--- src/rtl/target_timer_array.sv ---
// Multi-channel time-of-arrival counter: one counter per sensor channel, started by its own
// trigger, with a shared stop, quiet gate, arm/done sequencing and a timeout watchdog.
module target_timer_array #(
    parameter int unsigned  NCH       = 4,
    parameter int unsigned  WIDTH     = 16,
    parameter int unsigned  TW        = 16,
    parameter int unsigned  TIMEOUT   = 50000,
    parameter bit           AUTO_STOP = 1'b1,
    localparam int unsigned CW        = (NCH > 1) ? $clog2(NCH) : 1
) (
    input  logic                 clk,
    input  logic                 clr,
    input  logic                 arm,
    input  logic                 abort,
    input  logic [NCH-1:0]       start,
    input  logic                 stop,
    input  logic                 quiet,
    output logic                 armed,
    output logic                 busy,
    output logic                 done,
    output logic [NCH-1:0]       hit,
    output logic [NCH-1:0]       ovf,
    output logic                 timeout,
    output logic [CW-1:0]        first_ch,
    output logic [NCH*WIDTH-1:0] count
);
    typedef enum logic [1:0] {StIdle, StArmed, StRunning, StDone} state_e;

    state_e           state_q;
    logic             armed_q, busy_q, done_q, timeout_q;
    logic [NCH-1:0]   hit_q, ovf_q;
    logic [CW-1:0]    first_q;
    logic [TW-1:0]    elapsed_q;
    logic [WIDTH-1:0] cnt_q [NCH];

    logic             clear_res;
    logic [CW-1:0]    first_idx;
    logic [TW:0]      elapsed_inc;
    logic             wd_expire;

    // Lowest set start bit wins when several channels trigger on the same edge.
    always_comb begin
        first_idx = '0;
        for (int i = int'(NCH) - 1; i >= 0; i--) begin
            if (start[i]) first_idx = CW'(i);
        end
    end

    always_comb begin
        clear_res   = abort | (arm & ((state_q == StIdle) | (state_q == StDone)));
        elapsed_inc = {1'b0, elapsed_q} + 1'b1;
        wd_expire   = (elapsed_inc == (TW + 1)'(TIMEOUT));
    end

    always_ff @(posedge clk or posedge clr) begin
        if (clr) begin
            state_q   <= StIdle;
            armed_q   <= 1'b0;
            busy_q    <= 1'b0;
            done_q    <= 1'b0;
            timeout_q <= 1'b0;
            hit_q     <= '0;
            ovf_q     <= '0;
            first_q   <= '0;
            elapsed_q <= '0;
            for (int i = 0; i < int'(NCH); i++) cnt_q[i] <= '0;
        end else if (clear_res) begin
            // abort returns to idle; arm from idle/done re-arms; both wipe the results
            state_q   <= abort ? StIdle : StArmed;
            armed_q   <= ~abort;
            busy_q    <= 1'b0;
            done_q    <= 1'b0;
            timeout_q <= 1'b0;
            hit_q     <= '0;
            ovf_q     <= '0;
            first_q   <= '0;
            elapsed_q <= '0;
            for (int i = 0; i < int'(NCH); i++) cnt_q[i] <= '0;
        end else begin
            unique case (state_q)
                StIdle, StDone: ;
                StArmed: begin
                    if (|start) begin
                        state_q <= StRunning;
                        armed_q <= 1'b0;
                        busy_q  <= 1'b1;
                        hit_q   <= start;
                        first_q <= first_idx;
                    end
                end
                StRunning: begin
                    elapsed_q <= elapsed_q + 1'b1;
                    // Counting uses the hit vector from before this edge, so the exit edge counts.
                    for (int i = 0; i < int'(NCH); i++) begin
                        if (hit_q[i] && !quiet) begin
                            if (&cnt_q[i]) ovf_q[i] <= 1'b1;
                            else           cnt_q[i] <= cnt_q[i] + 1'b1;
                        end
                    end
                    if (!stop) hit_q <= hit_q | start;
                    if (stop) begin
                        state_q <= StDone;
                        busy_q  <= 1'b0;
                        done_q  <= 1'b1;
                    end else if (wd_expire) begin
                        state_q   <= StDone;
                        busy_q    <= 1'b0;
                        done_q    <= 1'b1;
                        timeout_q <= 1'b1;
                    end else if (AUTO_STOP && (&hit_q)) begin
                        state_q <= StDone;
                        busy_q  <= 1'b0;
                        done_q  <= 1'b1;
                    end
                end
                default: ;
            endcase
        end
    end

    always_comb begin
        count = '0;
        for (int i = 0; i < int'(NCH); i++) count[i*WIDTH +: WIDTH] = cnt_q[i];
    end

    assign armed    = armed_q;
    assign busy     = busy_q;
    assign done     = done_q;
    assign hit      = hit_q;
    assign ovf      = ovf_q;
    assign timeout  = timeout_q;
    assign first_ch = first_q;

endmodule

--- config.mk ---
export PLATFORM = sky130hd
export DESIGN_NAME = target_timer_array
export DESIGN_NICKNAME = d
export VERILOG_FILES = /design/src/rtl/target_timer_array.sv
export SDC_FILE = /design/constraint.sdc
export NUM_CORES = 1
export LEC_CHECK = 0
export BUFFER_PORTS_ARGS = -buffer_cell sky130_fd_sc_hd__buf_2
export CAP_MARGIN = 5
export CORE_AREA = 2 2 94 96
export CTS_CLUSTER_DIAMETER = 40
export DETAILED_ROUTE_END_ITERATION = 8
export DIE_AREA = 0 0 96 98
export PLACE_DENSITY = 0.84
export SETUP_SLACK_MARGIN = 0.4
export SLEW_MARGIN = 20
export SYNTH_ARGS = -nofsm -noshare
export SYNTH_HDL_FRONTEND = slang
export SYNTH_SLANG_ARGS = --single-unit
--- constraint.sdc ---
create_clock -name clk -period 6.9 [get_ports clk]
set_input_delay 0.69 -clock clk [delete_from_list [all_inputs] [get_ports clk]]
set_output_delay 0.69 -clock clk [all_outputs]
set_load 0.01 [all_outputs]
* After elaboration in Yosys (flattened, before gate mapping)
Cells that the tools add are included.
** Storage, ports and cells
- Register bits after elaboration :: 96
- Input bits :: 10
** Operators by class
- Bitwise gates (word level) :: 5
- Reduce and logical (&&, ||, !) cells :: 39
- Equal/unequal tests :: 12
- $add $sub $neg :: 6
- Muxes and demuxes :: 58
** Operators by type and width (number)
- $mux 16 :: 10
- $mux 64 :: 2
- $add 16x1->16 const B :: 5
- $reduce_and 16->1 :: 4
- $reduce_and 3->1 :: 11
- $mux 1 :: 26
- $mux 2 :: 12
- $reduce_bool 2->1 :: 12
- $mux 4 :: 5
- $add 16x1->17 const B :: 1
- $eq 17x16->1 const B :: 1
- $ne 2x2->1 const B :: 4
- $pmux 4 s2 :: 1
- $ne 3x3->1 const B :: 2
- $ne 5x5->1 const B :: 1
- $eq 2x2->1 const B :: 2
- $logic_and 1x1->1 :: 4
- $or 4x4->4 :: 1
- $pmux 2 s2 :: 1
- $reduce_and 2->1 :: 2
- $reduce_and 4->1 :: 1
- $reduce_bool 4->1 :: 1
- $reduce_or 4->1 :: 1
- $reduce_bool 3->1 :: 1
- other kinds (8) :: 9

* Longest topological paths before layout
Gate-level depths: netlist (run 1).
- Word-level depth :: 7
- Mapped depth :: 9
- Depth with buffers taken out :: 8

* Worst setup path after synthesis (run 1)
OpenSTA, ideal clock, no wires.
- Path type :: input to register
- Start point :: in quiet
- End point :: reg cnt_q (netlist bit count[63])
- Setup time :: 0.132 ns
- Path buffers :: 1
- Path slack :: 4.827 ns
- Cell stages on the path :: 7
- Data arrival time :: 1.941 ns
- Cell sequence :: and3b_1 -> clkbuf_1 -> nand4_1 -> a211oi_1 -> nand4_1 -> xor2_1 -> nor2_1
** On the way
- Cells in the longest elaborated chain, start to end :: 4
** RTL lines
- start: declaration :: RTL line 17 : input logic quiet,
- $logic_not 1->1 :: RTL line 95 : if (hit_q[i] && !quiet) begin
- $logic_and 1x1->1 :: RTL line 95
- $reduce_bool 2->1 (no source line)
- $reduce_and 3->1 (no source line)
- end signal: indexed assignment :: RTL line 97 : else cnt_q[i] <= cnt_q[i] + 1'b1;
- end: declaration :: RTL line 34 : logic [WIDTH-1:0] cnt_q [NCH];
Every way passes these cells.
A chain may end at the register's enable or synchronous reset.

* Worst setup path in the final report (run 1)
- Start point :: reg state_q[0]
- End point :: reg cnt_q (netlist bit count[63])
** On the way
- Cells in the longest elaborated chain, start to end :: 6
- Elaborated cells on any way between the ends :: 11
- Those cells by class :: eq/ne (3); mux (1); bitwise (3); reduce/logical (4)
** RTL lines
- start: declaration :: RTL line 29 : state_e state_q;
- start signal: assignment :: RTL line 57 : state_q <= StIdle;
- start signal: assignment :: RTL line 69 : state_q <= abort ? StIdle : StArmed;
- start signal: assignment :: RTL line 84 : state_q <= StRunning;
- $eq 2x2->1 or $logic_not 2->1 (tied branches) :: RTL line 50 : clear_res = abort | (arm & ((state_q == StIdle) | (state_q == StDone)));
- $or 1x1->1 :: RTL line 50
- $and 1x1->1 :: RTL line 50
- $or 1x1->1 :: RTL line 50
- $ne 2x2->1 (no source line) or $reduce_bool 2->1 (tied branches)
- $reduce_and 3->1 (no source line)
Parallel ways exist; a longest one is shown, timed or not.

==> results of run 1 <==
[registers in the layout, summed over array words and instances (netlist names), 2 cells and up]
| register | count |
|---|---|
| state_q | 2 |
| first_ch | 2 |
| hit | 4 |
| elapsed_q | 16 |
| ovf | 4 |
| count | 64 |
[power by group]
group          total, mW  internal (mW)  switching [mW]
Sequential         0.588          0.575          0.0124
Combinational      0.150         0.0422           0.107
Clock              0.372          0.170           0.202
Total               1.11          0.787           0.322
[area by class of cell]
cell class | count | area [um^2]
fillers | 706 | 2793
multi-input cells | 401 | 2451
flip-flops and latches | 96 | 2402
repair buffers | 89 | 450.4
well taps | 108 | 135.1
clock buffers | 10 | 127.6
clock inverters | 6 | 67.56
inverters | 10 | 38.79
[kinds of logic after synthesis]
logic type	count (synthesis)
AO/OA/AOI/OAI	69
XOR/XNOR	66
adder cells (fa/ha/maj)	8
buffers and inverters	29
flip-flops	96
multiplexers	5
AND/OR/NAND/NOR	253
[worst max-delay path, cell delays in order, from the launching register on]
cell,delay [ns]
dfrtp_1,0.42
inv_1,0.07
ha_1,0.58
and3b_1,0.37
nand4_1,0.15
a211oi_1,0.54
nand4_1,0.20
xor2_1,0.17
nor2_1,0.05
[synthesized netlist by cell type, types with 3 or more instances]
cell,n,area share (%)
nand4_1,26,3.3
a22oi_1,5,0.76
and4_1,11,1.9
and2_1,4,0.50
mux2i_1,5,1.0
o21ai_0,22,2.2
a211oi_1,5,0.76
nor2b_1,5,0.63
buf_2,4,0.40
inv_1,10,0.76
and3b_1,3,0.53
nand3_1,27,2.7
dfrtp_1,96,48
xor2_1,44,7.8
nor3_1,7,0.71
clkbuf_1,12,0.91
and3_1,8,1.0
ha_1,8,2.0
xnor2_1,22,3.9
a21oi_1,23,2.3
or3_1,14,1.8
nand2_1,35,2.6
nor4_1,3,0.38
nor2_1,94,7.1
nand3b_1,3,0.45
[worst max-delay path by stage]
stage / endpoint / cells past startpoint / startpoint
2_1_floorplan: armed / 1 / clr
3_3_place_gp: count[15] / 7 / state_q[0]
3_5_place_dp: count[15] / 7 / state_q[0]
4_1_cts: count[15] / 7 / state_q[0]
5_1_grt: count[63] / 8 / state_q[0]
6_report: count[63] / 8 / state_q[0]
[per-layer routing]
metal,wire length (um),share of wire [%],global-route usage (%),vias to the layer above
met5,0,0,0,-
met4,253,2.4,7.363,0
met3,549,5.1,4.784,20
met2,5146,48,38.09,103
met1,4768,44,34.30,2080
li1,-,-,-,2010
==> impl_metrics.toml, run 1 <==
[outcome]
status = "complete, no violations"

[detailed_routing]
wirelength_um = 10720
routed_via_density = 5.851
wl_per_cell_um = 14.89
drt_iter0_drc = 218
via_count = 4213
first_pass_iters = 4
drcViolationCount = 0
postRouteAntennaNets = 0

[clock_network]
cts_setup_buffers = 0
clock_sinks = 96
root_buffer = "clkbuf_8"
clk_pin_slew_ns = 0.10
h-tree-depth = 3
clk_latency_ns = 0.37
cts_resized = 0
hold_buffers = 0
cts_buffers = 9
clockBufferDepth = 2
cts_tree = "done"

[floorplanning]
die_width_um = 96
pin_count = 88
core_area_um2 = 8466
dieArea_um2 = 9408
die_h_um = 98
num_rows = 34
start_util_pct = 58.66

[layout]
syn_to_final_growth_pct = 14.24
layout_common_cells = "dfrtp_1, nor2_1, buf_2, xor2_1, nand2_1"
fin_nets = 625
antenna_cells = 0
fin_area_um2 = 5673
final_common_cell = "dfrtp_1"
fin_util_pct = 67.01
layout.cells.non_filler = 720
final_layout_size_suffix_gt1_share_pct = 18.46

[yosys]
synth-simple-area-share_pct = 25.85
synth_cells = 526
syn_area_um2 = 4966
seq_area_frac_synth_pct = 48.37
synth_edf_count = 0
synth.distinct_cells = 48
yosys_register_bits = 96
synth_compound_area_share_pct = 8.743
synth_nets = 544
synth_flop_cell = "dfrtp_1"
async_flop_share_pct = 100.0
avgSynthCellArea_um2 = 9.441
synth_xor_area_share_pct = 11.64
synth_top_family_by_area = "simple AND/OR/NAND/NOR gates"
yosys-mux-area-fraction_pct = 1.008
yosys.area_share.adder_pct = 2.016
ys.warnings.count = 0

[timing]
layout_setup_ws_ns = 4.219
setup_viol = 0
rsz0062_at_grt = "false"
holdWs_ns = 0.3421
finalHoldViolations = 0
max_slew_margin_pct = 47.56
tns_ns = 0
fmax_ghz = 0.3730
clock_skew_ns = 0.01979
max_slew.worst_pin.slew_ns = 0.7866
fin_crit_ns = 2.681
slew_violations = 0
period_share_pct = 38.85

[place]
io_buffers = 87
post-place-ws_ns = 4.126
gp_congestion = 0.8119
post-place-cells = 704
dpl.hpwl_um = 7600
placed_area_um2 = 5474

[run]
max_cap_viol_count = 0

[worst_setup_path]
r2r-start = "state_q[0]"
rrSetupSlack_ns = 4.22
cp.required_ns = 7.13
worstRegToRegCells = 8
end_kind = "flop"
r2r_end = "count[63]"
cp.arrival_ns = 2.92
cp-start-kind = "flop"
crit_fanout = 20
path_class = "flop to flop"

[pwr]
power_mw = 1.109
p_leak_nw = 2.595
peakVddDrop_uv = 109.5
powerDensity_nw_per_um2 = 195.5

[global_routing]
grt_pass1_wl_um = 18570
antenna_found_initial = 0
grt_start_max_net_pins = 66
grt_overflow = 0
grt_pass1_vias = 4027
track_usage_pct = 24.31

[min_path]
min_path_type = "input pin to async pin"
No activity file was read; power rests on OpenSTA's default activity.
==> run 2: changes to the inputs <==
Settings changed: ABC_AREA set to 1, CORE_AREA 2 2 94 96 to 2 2 101 103, DIE_AREA 0 0 96 98 to 0 0 103 105, PLACE_DENSITY 0.84 to 0.79.
Clock period 6.9 ns to 2.7 ns, I/O delays scaled along.
==> run 2 against run 1 <==
Compared with the run above: maximum frequency up 27%; first-iteration DRC count up 10%; sequential cell count unchanged; global-route usage up 0.078 points; largest cell class unchanged; largest power group unchanged; highest routed layer unchanged.
==> impl_metrics.toml, run 2 <==
[timing]
rsz0062_at_grt = "false"
setup_viol = 0
finalHoldViolations = 0
max_slew_margin_pct = 59.84
tns_ns = 0
slew_violations = 0
fmax_ghz = 0.4720
max_slew.worst_pin.slew_ns = 0.6011
fin_crit_ns = 2.119
period_share_pct = 78.47
layout_setup_ws_ns = 0.5812
holdWs_ns = 0.1321
clock_skew_ns = 0.01256

[yosys]
yosys_register_bits = 96
synth_flop_cell = "dfrtp_1"
avgSynthCellArea_um2 = 8.046
synth_top_area_share_pct = 44.30
ys.warnings.count = 0
synth_common_cells = "nand2_1, dfrtp_1, inv_1"
synth.distinct_cells = 47
synth_most_common_cell = "nand2_1"
async_flop_share_pct = 100.0
yosysTopAreaCell = "dfrtp_1"
synth_edf_count = 0
syn_area_um2 = 5423
synth_cells = 674
seq_area_frac_synth_pct = 44.30
ys_top_cells_by_area = "dfrtp_1, nand2_1, inv_1, nor2_1, nand3_1"
synth_nets = 692

[worst_setup_path]
rrSetupSlack_ns = 0.58
cpMaxStageDelayCell = "dfrtp_1"
worstSetupStartpoint = "state_q[0]"
end_kind = "flop"
cp-start-kind = "flop"
cp.required_ns = 2.96
r2r_end = "hit[2]"
r2r-start = "state_q[0]"
worstRegToRegCells = 9
crit_fanout = 14
cp.arrival_ns = 2.38
path_class = "flop to flop"
slowest_delay_ns = 0.39
critPathCapture = "hit[2]"
worstPathCellList = "inv_1 > ha_1 > nand2_1 > nand2_4 > nor2_1 > buf_4 > o21ai_2 > o21ai_0 > o32ai_1"

[clock_network]
clk_latency_ns = 0.37
clock_sinks = 96
h-tree-depth = 3
root_buffer = "clkbuf_8"
cts_setup_buffers = 0
clk_pin_slew_ns = 0.09
cts_buffers = 9
clockBufferDepth = 2
cts_tree = "done"

[place]
post-place-cells = 889
post-place-ws_ns = 0.5235
gp_congestion = 0.9221
io_buffers = 87
dpl.hpwl_um = 9732

[run]
max_cap_viol_count = 0

[layout]
fin_nets = 786
largest_reg_flops = 64
syn_to_final_growth_pct = 15.27
antenna_cells = 0
final_common_cell = "nand2_1"
layout.cells.non_filler = 906
layout_common_cells = "nand2_1, dfrtp_1, buf_2, inv_1, nor2_1"
final_layout_size_suffix_gt1_share_pct = 22.25

[global_routing]
grt_overflow = 0
track_usage_pct = 24.39
antenna_found_initial = 0
grt_start_max_net_pins = 51
grt_pass1_vias = 4756
grt_pass1_wl_um = 21470

[detailed_routing]
wl_per_cell_um = 14.29
routed_via_density = 5.479
via_count = 4964
drcViolationCount = 0
postRouteAntennaNets = 0
wirelength_met1_um = 5773
top_layer_used = "met4"
drt_iter0_drc = 240
first_pass_iters = 5
wl_met2_um = 6236
wl_met3_um = 784
wirelength_um = 12950

[floorplanning]
num_rows = 36
core_area_um2 = 9639
pin_count = 88
start_util_pct = 56.26
die_h_um = 105
die_width_um = 103
dieArea_um2 = 10820

[outcome]
status = "complete, no violations"

[pwr]
power_frac_clock_pct = 29.3
p_seq_share_pct = 47.7
powerDensity_nw_per_um2 = 527.7
comb_power_share_pct = 23.0
swShare_pct = 34.12
power_mw = 3.299
intPower_mw = 2.173
p_sw_mw = 1.126
peakVddDrop_uv = 365.2
p_leak_nw = 2.892

[min_path]
min_path_type = "input pin to flop"
[run 2: cell types whose count changed after synthesis, moves of 13 or more]
| cell | change |
|---|---|
| inv_1 | +67 |
| nand3_1 | +13 |
| nor3_1 | +17 |
| nor2_1 | -24 |
| xnor2_1 | -21 |
| or3_1 | -14 |
| nand2_2 | +13 |
| nand2_1 | +106 |
| xor2_1 | -26 |
| nand4_1 | -16 |
[run 2: power by group through the flow]
stage	Sequential [mW]	Combinational, mW	Clock (mW)
after floorplan	1.61	0.503	0
after global placement	1.60	0.733	0
after detailed placement	1.60	0.749	0
after CTS	1.57	0.755	0.991
after global routing	1.59	0.840	1.04
final	1.57	0.759	0.967
[run 2: area by class of cell]
cell class | count | area [um^2]
Multi-Input combinational cell | 479 | 2645
Inverter | 89 | 345.3
Fill cell | 856 | 3388
Sequential cell | 96 | 2402
Clock inverter | 4 | 51.30
Tap cell | 133 | 166.4
Timing Repair Buffer | 93 | 495.5
Clock buffer | 12 | 145.1
[run 2: cell families (layout without fill, tap and decap cells)]
group | Yosys count | after routing | share of synthesized area [%]
xor gates and xnor gates | 19 | 19 | 3.069
DFF | 96 | 96 | 44.30
and+or+nand+nor | 342 | 342 | 31.47
adders and majority gates | 8 | 8 | 1.846
buffers and inverters | 99 | 198 | 7.060
AOI/OAI and AO/OA | 110 | 110 | 12.25
[run 2: layer usage]
layer | global-route usage (%) | up-vias
met2 | 39.42 | 156
li1 | - | 2413
met5 | 0 | -
met1 | 33.33 | 2381
met4 | 7.143 | 0
met3 | 4.482 | 14
[run 2: what timing repair did]
| item | CTS | global route |
|---|---|---|
| endpoints found under the hold margin | 24 | 0 |
| hold buffers | 1 | 0 |
| resized for setup | 0 | 2 |
| setup endpoints to repair | 0 | 4 |
[run 2: worst min path at each step]
stage                        start     endpoint  cells past startpoint
after floorplan           start[0]  first_ch[0]                      1
after global placement         clr    count[60]                      2
after detailed placement       clr    count[61]                      2
after CTS                    abort        armed                      2
after global routing         abort        armed                      2
final                        abort        armed                      2
[run 2: critical path, delay by kind of cell, from the launching register on]
family          cells  cell delay [ns]
simple gates        3             0.37
buf+inv             2             0.21
compound gates      3             0.78
flops               1             0.39
fa+ha+maj           1             0.27
[run 2: through the flow]
stage	util, %	area [um^2]
floorplan	-	5426
global placement	62.63	6037
detailed placement	62.63	6037
CTS	64.77	6243
global route	64.85	6251
finish	64.85	6251
